==> config.mk <==
export PLATFORM = sky130hd
export DESIGN_NAME = pipe_wb_stage_flat
export DESIGN_NICKNAME = d
export VERILOG_FILES = /design/src/rtl/pipe_wb_pkg.sv /design/src/rtl/pipe_wb_if.sv /design/src/rtl/pipe_wb_regfile32.sv /design/src/rtl/pipe_wb_stage.sv /design/src/flat_wrapper.sv
export SDC_FILE = /design/constraint.sdc
export NUM_CORES = 2
export LEC_CHECK = 0
export ABC_CLOCK_PERIOD_IN_PS = 5750
export CAP_MARGIN = 20
export CORE_MARGIN = 2
export CORE_UTILIZATION = 35
export CTS_CLUSTER_DIAMETER = 40
export DETAILED_ROUTE_END_ITERATION = 6
export HOLD_SLACK_MARGIN = 0.02
export PLACE_DENSITY = 0.49
export SYNTH_ARGS = -nofsm -noshare
export SYNTH_HDL_FRONTEND = slang
export SYNTH_SLANG_ARGS = --single-unit
export TNS_END_PERCENT = 50
==> constraint.sdc <==
create_clock -name clk -period 5.75 [get_ports clk]
set_input_delay 1.15 -clock clk [delete_from_list [all_inputs] [get_ports clk]]
set_output_delay 1.15 -clock clk [all_outputs]
set_load 0.005 [all_outputs]
==> src/rtl/pipe_wb_pkg.sv <==
// pipe_wb_pkg: load-size codes, register-zero constant and MEM/WB register layout
package pipe_wb_pkg;
  localparam logic [2:0] LD_W  = 3'b000;
  localparam logic [2:0] LD_B  = 3'b001;
  localparam logic [2:0] LD_BU = 3'b010;
  localparam logic [2:0] LD_H  = 3'b011;
  localparam logic [2:0] LD_HU = 3'b100;
  localparam logic [4:0] REG_ZERO = 5'd0;
  typedef struct packed {
    logic        wreg;
    logic        m2reg;
    logic [2:0]  ldsize;
    logic [4:0]  wn;
    logic [31:0] alu;
    logic [31:0] mem;
  } wb_reg_t;
endpackage

==> src/rtl/pipe_wb_if.sv <==
// pipe_wb_if: MEM-side inputs, decode read ports and WB forwarding outputs of the write-back stage
interface pipe_wb_if;
  logic        MEMwreg;
  logic        MEMm2reg;
  logic [2:0]  MEMldsize;
  logic [4:0]  MEMwn;
  logic [31:0] MEMaluResult;
  logic [31:0] MEMmemOut;
  logic        stall;
  logic        flush;
  logic [4:0]  ra;
  logic [4:0]  rb;
  logic [31:0] qa;
  logic [31:0] qb;
  logic        WBwreg;
  logic [4:0]  WBwn;
  logic [31:0] WBresult;
  modport master (
    output MEMwreg, MEMm2reg, MEMldsize, MEMwn, MEMaluResult, MEMmemOut, stall, flush, ra, rb,
    input  qa, qb, WBwreg, WBwn, WBresult
  );
  modport slave (
    input  MEMwreg, MEMm2reg, MEMldsize, MEMwn, MEMaluResult, MEMmemOut, stall, flush, ra, rb,
    output qa, qb, WBwreg, WBwn, WBresult
  );
endinterface

==> src/rtl/pipe_wb_regfile32.sv <==
// regfile32: 32x32 register file, one sync write, two comb reads, r0 zero; WB_BYPASS_EN adds write-through reads
module regfile32
  import pipe_wb_pkg::*;
(
  input  logic        clk,
  input  logic        rst,
  input  logic        we_i,
  input  logic [4:0]  wa_i,
  input  logic [31:0] wd_i,
  input  logic [4:0]  ra_i,
  input  logic [4:0]  rb_i,
  output logic [31:0] qa_o,
  output logic [31:0] qb_o
);
  logic [31:0] rf_q [32];
  logic        wr_en;
  assign wr_en = we_i && (wa_i != REG_ZERO);
  // r0 is cleared on reset and never written, so reading it directly yields zero
  always_ff @(posedge clk) begin
    if (rst) begin
      for (int i = 0; i < 32; i++) rf_q[i] <= '0;
    end else if (wr_en) begin
      rf_q[wa_i] <= wd_i;
    end
  end
`ifdef WB_BYPASS_EN
  assign qa_o = (wr_en && ra_i == wa_i) ? wd_i : rf_q[ra_i];
  assign qb_o = (wr_en && rb_i == wa_i) ? wd_i : rf_q[rb_i];
`else
  assign qa_o = rf_q[ra_i];
  assign qb_o = rf_q[rb_i];
`endif
endmodule

==> src/rtl/pipe_wb_stage.sv <==
// pipe_wb_stage: MEM/WB register, load extraction and register-file write-back
// Optional write-through read ports via WB_BYPASS_EN.
module pipe_wb_stage
  import pipe_wb_pkg::*;
(
  input  logic   clk,
  input  logic   clr,
  pipe_wb_if.slave bus
);
  wb_reg_t     wb_d, wb_q;
  logic [7:0]  byte_v;
  logic [15:0] half_v;
  logic [31:0] load_v;
  logic [31:0] result;
  always_comb begin
    wb_d = clr ? '0 : bus.flush ? '0 : bus.stall ? wb_q :
      '{wreg: bus.MEMwreg, m2reg: bus.MEMm2reg, ldsize: bus.MEMldsize,
        wn: bus.MEMwn, alu: bus.MEMaluResult, mem: bus.MEMmemOut};
  end
  always_ff @(posedge clk) wb_q <= wb_d;
  // little-endian lane select; halfword ignores address bit 0
  always_comb begin
    byte_v = wb_q.alu[1] ? (wb_q.alu[0] ? wb_q.mem[31:24] : wb_q.mem[23:16])
                         : (wb_q.alu[0] ? wb_q.mem[15:8]  : wb_q.mem[7:0]);
    half_v = wb_q.alu[1] ? wb_q.mem[31:16] : wb_q.mem[15:0];
    load_v = (wb_q.ldsize == LD_B)  ? {{24{byte_v[7]}}, byte_v} :
             (wb_q.ldsize == LD_BU) ? {24'd0, byte_v} :
             (wb_q.ldsize == LD_H)  ? {{16{half_v[15]}}, half_v} :
             (wb_q.ldsize == LD_HU) ? {16'd0, half_v} : wb_q.mem;
    result = wb_q.m2reg ? load_v : wb_q.alu;
  end
  assign bus.WBwreg   = wb_q.wreg;
  assign bus.WBwn     = wb_q.wn;
  assign bus.WBresult = result;
  regfile32 u_rf (
    .clk  (clk),
    .rst  (clr),
    .we_i (wb_q.wreg),
    .wa_i (wb_q.wn),
    .wd_i (result),
    .ra_i (bus.ra),
    .rb_i (bus.rb),
    .qa_o (bus.qa),
    .qb_o (bus.qb)
  );
endmodule

==> src/flat_wrapper.sv <==
// flat-port wrapper written by rule: the top's interface ports become plain ports
module pipe_wb_stage_flat import pipe_wb_pkg::*;
  (clk, clr, bus_MEMwreg, bus_MEMm2reg, bus_MEMldsize, bus_MEMwn, bus_MEMaluResult, bus_MEMmemOut, bus_stall, bus_flush, bus_ra, bus_rb, bus_qa, bus_qb, bus_WBwreg, bus_WBwn, bus_WBresult);
  pipe_wb_if bus_i ();
  input  logic clk;
  input  logic clr;
  input wire logic [$bits(bus_i.MEMwreg)-1:0] bus_MEMwreg;
  input wire logic [$bits(bus_i.MEMm2reg)-1:0] bus_MEMm2reg;
  input wire logic [$bits(bus_i.MEMldsize)-1:0] bus_MEMldsize;
  input wire logic [$bits(bus_i.MEMwn)-1:0] bus_MEMwn;
  input wire logic [$bits(bus_i.MEMaluResult)-1:0] bus_MEMaluResult;
  input wire logic [$bits(bus_i.MEMmemOut)-1:0] bus_MEMmemOut;
  input wire logic [$bits(bus_i.stall)-1:0] bus_stall;
  input wire logic [$bits(bus_i.flush)-1:0] bus_flush;
  input wire logic [$bits(bus_i.ra)-1:0] bus_ra;
  input wire logic [$bits(bus_i.rb)-1:0] bus_rb;
  output wire logic [$bits(bus_i.qa)-1:0] bus_qa;
  output wire logic [$bits(bus_i.qb)-1:0] bus_qb;
  output wire logic [$bits(bus_i.WBwreg)-1:0] bus_WBwreg;
  output wire logic [$bits(bus_i.WBwn)-1:0] bus_WBwn;
  output wire logic [$bits(bus_i.WBresult)-1:0] bus_WBresult;
  assign bus_i.MEMwreg = bus_MEMwreg;
  assign bus_i.MEMm2reg = bus_MEMm2reg;
  assign bus_i.MEMldsize = bus_MEMldsize;
  assign bus_i.MEMwn = bus_MEMwn;
  assign bus_i.MEMaluResult = bus_MEMaluResult;
  assign bus_i.MEMmemOut = bus_MEMmemOut;
  assign bus_i.stall = bus_stall;
  assign bus_i.flush = bus_flush;
  assign bus_i.ra = bus_ra;
  assign bus_i.rb = bus_rb;
  assign bus_qa = bus_i.qa;
  assign bus_qb = bus_i.qb;
  assign bus_WBwreg = bus_i.WBwreg;
  assign bus_WBwn = bus_i.WBwn;
  assign bus_WBresult = bus_i.WBresult;
  pipe_wb_stage u_core (.clk(clk), .clr(clr), .bus(bus_i));
endmodule
==> results.md <==
- Status: completed
- Commonest non-fill, non-tap cell in the layout: edfxtp_1
- Fin. Hold Viols: 0
- Critical Path RT: 4600 ps
- DRT Pass-1 Iters: 6
- Chip Width: 404 um
- CTS tree: done
- First-pass GRT wire length: 338000 um
- Pin count of the biggest net entering global routing: 68
- Boundary Pins: 190
- DP HPWL: 146000 um
- Worst path top cell family by delay: buffers and inverters
- Max stage delay cell, worst path: nor4_1
- Grt met3 use: 0.0840
- Mapped Area: 56100 um2
- Clk_lat worst skew: 830 ps
- Worst Setup Start Kind: primary input
- Crit path top cell by count: clkdlybuf4s50_1
- Crit end category: output port
- Post-synth EDFFs: 1024
- CP Max Fanout: 19
- CTS sink count: 1098
- WP buf/inv: 3
- Fmax: 175 MHz
- CTS Root Cell: clkbuf_16
- Via density: 6.69
- PnR worst setup slack: 22.7 ps
- Seq/Total Area, Yosys: 0.574
- Die area: 164000 um2
- Grt met1 use: 0.407
- Via count: 42200
- Total CTS buffers: 180
- Clock-pin transition on the worst setup and hold timing paths: 50 ps
- Post-DRT Antenna Nets: 0
- GRT busiest layer: met2
- Asr flop ratio synth: 0
- Setup-failing EPs final: 0
- Hold WC Path Type: register to register
- Setup TNS: 0 ps
- Met2 Use GR: 0.450
- Port bufs: 189
- Max H-tree Level: 4
- Initial Util: 0.354
- Commonest cells after routing, fill and taps aside: edfxtp_1, nor3_1, mux4_2
- Kind of critical path: primary input to output port
- Yosys reg bits: 1098
- Worst slew margin: 0.202
- Fin. max-slew vios: 0
- Final net count: 4172
- Critical path cell sequence: clkdlybuf4s50_1, or3_2, buf_4, o22ai_1, nor4_1, clkdlybuf4s50_1
- Rows: 146
- Die Y: 404 um
- Placed cell count: 5974
- Primary FF master, synth: edfxtp_1
- Post-synth top area cell: edfxtp_1
- Post-Layout Cell Count: 6308
- Worst-case clock skew: 43.5 ps
- Crit path DAT: 4580 ps
- Cell area after layout: 68100 um2
- Initial antenna violation count: 19
- Post-Syn Instances: 3906
- Max-Cap Viols: 0
- Largest cells by area after synthesis: edfxtp_1, mux4_2, nor3_1, o22ai_1, dfxtp_1
- Starting DRT DRC Count: 6469
- Avg Inst Size Synth: 14.4 um2
- Gp weighted congestion: 0.888
- GRT overflow: 0
- Vias in the first global route: 40900
- Core ar.: 159000 um2
- Slew @ Worst Pin: 1200 ps
- Maximum VDD drop: 0.330 mV
- Overall Global Routing Usage: 0.300
- Tmin final: 5730 ps
- Distinct cell type count of the synthesized netlist: 53
- Synth top area share: 0.548
- Placed inst area: 61800 um2
- Yosys warning total: 0
- Clock Tree Buf Depth: 3
- Cell area power density: 336 nW/um2
- Routed length per instance: 39.2 um
- Post-Place Worst Slack: -90.8 ps
- Layout cells sized above 1: 0.299
- Final Util: 0.429
- RSZ-0062 raised after global routing: false
- # DRC: 0
- Layout area overhead: 21.3%
- Max incr delay on CP: 960 ps
- Hold Worst Slack: 504 ps
- Crit share post-route: 0.996
- Leakage: 22.4 nW
- Power Total: 22.9 mW
- Routed WL: 248000 um
-- power by group --
part	switching (mW)	total, mW	internal, mW	leakage, nW
clock network	4.21	11.3	7.13	2.98
registers	0.143	9.13	8.98	11.3
logic	1.47	2.44	0.971	8.21
-- timing repair --
item                                    in CTS  in global routing
setup buffers                                0                  0
hold endpoints to repair                     0                  0
gates resized for setup                      2                  3
endpoints found under the setup margin       2                  3
hold buffers                                 0                  0
-- worst min-delay path: cells and delay by family (launching register included) --
family	cells	cell delay [ps]
flip-flops	1	330
multiplexers	1	70
AND/OR/NAND/NOR	1	70
-- path summary, 6_finish.rpt --
kind | from | end | slack (ps) | depth (start not counted)
min | u_core.wb_q[38] | u_core.wb_q[38] | 500 | 2
max | bus_ra[0] | bus_qa[20] | 20 | 6
max reg2reg | u_core.wb_q[33] | u_core.u_rf.rf_q[3][21] | 2000 | 7
min reg2reg | u_core.wb_q[38] | u_core.wb_q[38] | 500 | 2
-- metal layers --
metal	routed length (um)	vias to the layer above
met5	125	-
met4	12100	20
met3	30200	581
met2	110000	3010
met1	95100	22300
li1	-	16300
-- synth_stat cells, types with 32 or more instances --
master and instances:
dfxtp_1 74, a21oi_1 203, nand2b_1 39, mux4_2 518
nor3_1 751, o22ai_1 256, buf_2 135, mux2i_1 77
clkbuf_1 342, nor2_1 149, nor4_1 64, a211oi_1 32
nand2_1 55, edfxtp_1 1024
-- kinds of logic (layout without fill, tap and decap cells) --
logic type | after synthesis | in the layout | share of synthesized area
flops | 1098 | 1098 | 0.574
simple gates | 1130 | 1130 | 0.102
other cells | 1 | 34 | 0.0000668
xor+xnor | 1 | 1 | 0.000156
compound gates | 548 | 548 | 0.0623
buf+inv | 531 | 828 | 0.0395
mux | 597 | 597 | 0.222
-- sequential cells by signal, summed over array words and instances, names as in the netlist --
name               flops
u_core.wb_q           68
u_core.bus.WBwreg      1
u_core.bus.WBwn        5
u_core.u_rf.rf_q    1024
-- area by class of cell --
class                      instances  area [um2]
inverter                          18        67.6
antenna                            2        5.00
clock inverter                   132        1590
clock buffer                     200        4660
timing repair buffer             478        4610
multi-input combinational       2308       22300
fill                           14400       90600
sequential                      1098       32200
tap                             2072        2590
No activity file was read; power rests on OpenSTA's default activity.
